[src/rtl/cam_stream_gen.sv]
// Replays a stored Y frame from a frame-buffer read port as a camera stream (vsync/href/data).
// Optional STREAM_TEST_PATTERN_EN adds a generated (col ^ line) pattern source with identical timing.
module cam_stream_gen #(
    parameter int W      = 8,
    parameter int AW     = 16,
    parameter int VS_LEN = 16,
    parameter int VB_LEN = 32
) (
    input  logic          clk,
    input  logic          rst,
    input  logic          start,
    input  logic [15:0]   pic_width,
    input  logic [15:0]   pic_height,
    input  logic [15:0]   h_blank,
    input  logic          test_pattern,
    output logic [AW-1:0] aa_frame_buf,
    output logic          cena_frame_buf,
    input  logic [W-1:0]  qa_frame_buf,
    output logic          cam_vsync_o,
    output logic          cam_href_o,
    output logic [W-1:0]  cam_data_o,
    output logic          busy,
    output logic          done
);

    typedef enum logic [2:0] {
        IDLE,
        VSYNC,
        VBACK,
        LINE,
        HBLANK,
        FLUSH
    } state_t;

    state_t        state, state_next;
    logic [15:0]   cnt;
    logic [15:0]   line_cnt;
    logic [15:0]   width_r, height_r, hblank_r;
    logic [15:0]   limit;
    logic          last;
    logic [AW-1:0] addr;
    logic          rd, rd_d1;
    logic          pat_sel;
    logic [W-1:0]  data_src;
    logic          accept;

    assign accept = (state == IDLE) && start;

`ifdef STREAM_TEST_PATTERN_EN
    logic         tp_r;
    logic [W-1:0] pat_d1;

    // Pattern value is staged one cycle so it lines up with where qa would have arrived.
    always_ff @(posedge clk) begin
        if (rst) begin
            tp_r   <= 1'b0;
            pat_d1 <= '0;
        end else begin
            if (accept) tp_r <= test_pattern;
            if (rd)     pat_d1 <= W'(cnt ^ line_cnt);
        end
    end

    assign pat_sel  = tp_r;
    assign data_src = tp_r ? pat_d1 : qa_frame_buf;
`else
    logic unused_test_pattern;
    assign unused_test_pattern = test_pattern;
    assign pat_sel  = 1'b0;
    assign data_src = qa_frame_buf;
`endif

    always_comb begin
        limit = 16'd1;
        case (state)
            VSYNC:   limit = 16'(VS_LEN);
            VBACK:   limit = 16'(VB_LEN);
            LINE:    limit = width_r;
            HBLANK:  limit = (hblank_r == 16'd0) ? 16'd1 : hblank_r;
            FLUSH:   limit = 16'd2;
            default: limit = 16'd1;
        endcase
    end

    assign last = (cnt == limit - 16'd1);

    always_comb begin
        state_next = state;
        done       = 1'b0;
        case (state)
            IDLE:   if (start) state_next = VSYNC;
            VSYNC:  if (last) state_next = VBACK;
            VBACK: begin
                if (last)
                    state_next = (width_r == 16'd0 || height_r == 16'd0) ? FLUSH : LINE;
            end
            LINE:   if (last) state_next = HBLANK;
            HBLANK: if (last) state_next = (line_cnt + 16'd1 < height_r) ? LINE : FLUSH;
            FLUSH: begin
                if (last) begin
                    state_next = IDLE;
                    done       = 1'b1;
                end
            end
            default: state_next = IDLE;
        endcase
    end

    assign busy           = (state != IDLE);
    assign cam_vsync_o    = (state == VSYNC);
    assign rd             = (state == LINE);
    assign cena_frame_buf = !(rd && !pat_sel);
    assign aa_frame_buf   = addr;

    always_ff @(posedge clk) begin
        if (rst) state <= IDLE;
        else     state <= state_next;
    end

    always_ff @(posedge clk) begin
        if (rst) begin
            cnt      <= '0;
            line_cnt <= '0;
            addr     <= '0;
            width_r  <= '0;
            height_r <= '0;
            hblank_r <= '0;
        end else begin
            cnt <= (state_next != state || state == IDLE) ? '0 : cnt + 16'd1;
            if (accept) begin
                width_r  <= pic_width;
                height_r <= pic_height;
                hblank_r <= h_blank;
                addr     <= '0;
                line_cnt <= '0;
            end else begin
                if (rd) addr <= addr + AW'(1);
                if (state == HBLANK && last) line_cnt <= line_cnt + 16'd1;
            end
        end
    end

    // Two-stage href: read issue -> qa valid -> registered data, so href and pixel coincide.
    always_ff @(posedge clk) begin
        if (rst) begin
            rd_d1      <= 1'b0;
            cam_href_o <= 1'b0;
            cam_data_o <= '0;
        end else begin
            rd_d1      <= rd;
            cam_href_o <= rd_d1;
            if (rd_d1) cam_data_o <= data_src;
        end
    end

endmodule
[config.mk]
export PLATFORM = sky130hd
export DESIGN_NAME = cam_stream_gen
export DESIGN_NICKNAME = d
export VERILOG_FILES = /design/src/rtl/cam_stream_gen.sv
export SDC_FILE = /design/constraint.sdc
export NUM_CORES = 1
export LEC_CHECK = 0
export CORE_MARGIN = 3
export CORE_UTILIZATION = 45
export CTS_BUF_LIST = sky130_fd_sc_hd__clkbuf_2
export DETAILED_ROUTE_END_ITERATION = 16
export PLACE_DENSITY_LB_ADDON = 0.2
export RECOVER_POWER = 50
export SYNTH_ARGS = -nofsm -noshare
export SYNTH_HDL_FRONTEND = slang
export SYNTH_SLANG_ARGS = --single-unit
[constraint.sdc]
create_clock -name clk -period 4.7 [get_ports clk]
set_input_delay 0.705 -clock clk [delete_from_list [all_inputs] [get_ports clk]]
set_output_delay 0.705 -clock clk [all_outputs]
set_load 0.005 [all_outputs]
==> impl_results.md <==
- Post-synth EDFFs: 0
- Share of cells above drive strength 1: 11.2%
- Row cnt: between 40 and 50
- IO Pins: a little under 90
- Crit path capture type: output pin
- CTS buffer count: 9
- Main flop type after synthesis: dfxtp_1
- Unrepaired setup endpoints after global routing: true
- P&R area growth vs syn: 24.7%
- Worst min path class: reg2reg
- Ranking of synthesized cells by area: dfxtp_1 36%, nand2_1 7.4%, a21oi_1 6.0%
- Register area: 2190 um2
- Pwr Total: 0.00187 W
- Data required time of the worst path: about 4.0 ns
- Antenna viol nets, final: 0
- Max cap viols: 0
- Vias per inst: 5.59
- Outcome: finished clean
- Worst Max-Slew Pin Slew: approximately 1.3 ns
- FF+latch count, synth: ~110
- DP Worst Slack: about 0.11 ns
- Most common cell in the synthesized netlist: nand2_1
- Leak pwr: 2.76 nW
- Final-report max-slew violation count: 0
- Ys async rst share: 0%
- Worst Clk Skew: roughly 0.037 ns
- Setup crit start kind: register
- Multi-input logic area: 3680 um2
- Seq/Total Area, Yosys: 36.1%
- Drt initial violations: 407
- Die X: 122 um
- Setup_tns: 0 ns
- WL per Instance: about 15 um
- Power Dens Cells: about 250 nW/um2
- Initial antenna violation count: 0
- Share of the synthesized area in the top cell type: 36.1%
- Synth Warn #: 0
- Hold Path Origin: height_r[6]
- GRT overflow: 0
- H-tree Lvls: 3
- # setup viols final: 0
- Worst-path maximum fanout: 9
- WS Path Type: reg2out
- Syn nets: 833
- Vias after detailed routing: 5,697
- CP arrival: 3.84 ns
- Die area: 14,900 um2
- Commonest cells post-synth: 120 x nand2_1, 109 x dfxtp_1, 72 x a21oi_1, 59 x nor2_1
- Clock Sinks: 109
- Die H: 122 um
- Fin crit share: 96.7%
- Period minus WS final: 4.55 ns
- Reg2Reg Launch Point: state[2]
- Clk_lat worst skew: 0.66 ns
- Post-Synthesis Cell Area: between 6000 and 7000 um2
- Worst Hold End: height_r[6]
- Port-buffer cells: 87
- Clock transition at path regs: 0.33 ns
- Nets: 923
- Pin count of the biggest net entering global routing: 63
- Post-DP HPWL: approximately 11,000 um
- TritonCTS clock tree: done
- Hold Crit Depth: 2
- GPL Wtd Cong: 0.883
- Fillcell total: about 1,200
- Hold Slack: 0.488 ns
- Initial Util: 47.0%
- First-pass GRT wire length: 25,800 um
- DR DRC count: 0
- Final WL: 15,400 um
- GRT Util Overall: 21.4%
- Max Buffers Root-to-Sink: 2
- Area of the core: 12,900 um2
- R2r worst-path depth: 16
- Number of global-route vias before repair: around 5,600
- Root buf cell: clkbuf_2
- Drt pass-1 iters: 6
- RR Endpoint: cnt[6]
- Yosys cell types: 70
- Biggest area consumer among synthesized cells: dfxtp_1
- Fmax: 220 MHz
- Slew margin rel.: 16.2%
- VDD IR max: 0.000138 V
- R2r setup slk: 0.41 ns
- Post-Synthesis Mean Instance Area: 8.03 um2
- Final Hold Viols: 0
- Antenna fix cells: 0
- Post-route setup slack: 0.154 ns
- Mapped Cells: roughly 750
worst max path at each step:
stage | startpoint | end | slack (ns)
4_1_cts | state[1] | done | 0.09
5_1_grt | state[2] | done | -0.04
3_5_place_dp | state[2] | done | 0.11
6_report | state[2] | done | 0.15
3_3_place_gp | state[2] | done | 0.07
2_1_floorplan | state[2] | line_cnt[8] | 0.52
registers in the layout, summed over array words and instances, names as in the netlist:
register      cells
hblank_r         16
line_cnt         16
height_r         16
width_r          16
cam_href_o        1
cam_data_o        8
state             3
aa_frame_buf     16
rd_d1             1
cnt              16
layout by cell type (no fill, tap or decap), types with 5 or more instances in the layout:
| master | count |
|---|---|
| ha_1 | 18 |
| clkdlybuf4s50_1 | 85 |
| nor2_1 | 59 |
| nand3_1 | 27 |
| mux2i_1 | 8 |
| or3_1 | 5 |
| buf_4 | 34 |
| and2_1 | 6 |
| o31ai_1 | 14 |
| nand4_1 | 11 |
| inv_8 | 5 |
| inv_1 | 33 |
| and3_1 | 16 |
| nand2_1 | 120 |
| nor4_1 | 13 |
| a21oi_1 | 72 |
| xnor2_1 | 24 |
| xor2_1 | 34 |
| nor3_1 | 5 |
| o21ai_0 | 15 |
| dfxtp_1 | 106 |
| clkbuf_2 | 9 |
| or4_1 | 15 |
critical path: stages (launching register included):
cell,delay (ns)
dfxtp_4,0.46
buf_4,0.16
or3b_4,0.41
buf_4,0.18
o22a_1,0.21
and4_1,0.22
and4_1,0.21
xnor2_1,0.13
or4_4,0.52
nor4_4,0.27
buf_4,0.15
nor2b_4,0.15
buf_6,0.10
cells by family (layout without fill, tap and decap cells):
group,count (synthesis),in the layout,synth area share (%)
AOI/OAI and AO/OA,153,153,16.4
xor gates and xnor gates,58,58,8.40
adders and majority gates,20,20,4.14
buffers and inverters,80,175,5.86
DFF,109,109,36.1
muxes,9,9,1.51
and+or+nand+nor,324,324,27.6
per-layer routing:
| layer | vias up | global-route usage, % | part of all wire, % |
|---|---|---|---|
| met5 | - | 0 | 0 |
| met4 | 0 | 7.63 | 2.3 |
| met3 | 28 | 4.87 | 5.2 |
| met2 | 151 | 36.3 | 48 |
| met1 | 2676 | 26.7 | 44 |
| li1 | 2842 | - | - |
per-stage QoR:
stage          std cells  utilization [%]  instance area, um2
2_1_floorplan        753                -                6050
4_1_cts             1018             57.8                7440
3_5_place_dp         994             55.5                7150
5_1_grt             1020             58.6                7540
3_3_place_gp         994             55.5                7150
6_report            1020             58.6                7540
what timing repair did:
action,CTS,global route
endpoints found under the setup margin,1,1
hold buffers,0,0
pin swaps,8,8
gates resized for setup,26,17
buffers inserted,8,2
cloned,0,0
power by group:
group          total [W]  leakage (nW)  switching (W)  internal, W
Sequential      0.000997         0.888      0.0000349     0.000962
Clock           0.000504        0.0859       0.000359     0.000145
Combinational   0.000364          1.79       0.000188     0.000176
layout make-up:
class                      count  area share, %
sequential                   109           29.1
tap                          172           2.85
clock buffer                   9          0.597
timing repair buffer         124           15.6
multi-input combinational    564           48.7
inverter                      35           1.91
clock inverter                 7           1.26
Power figures use the tool's default switching activity.
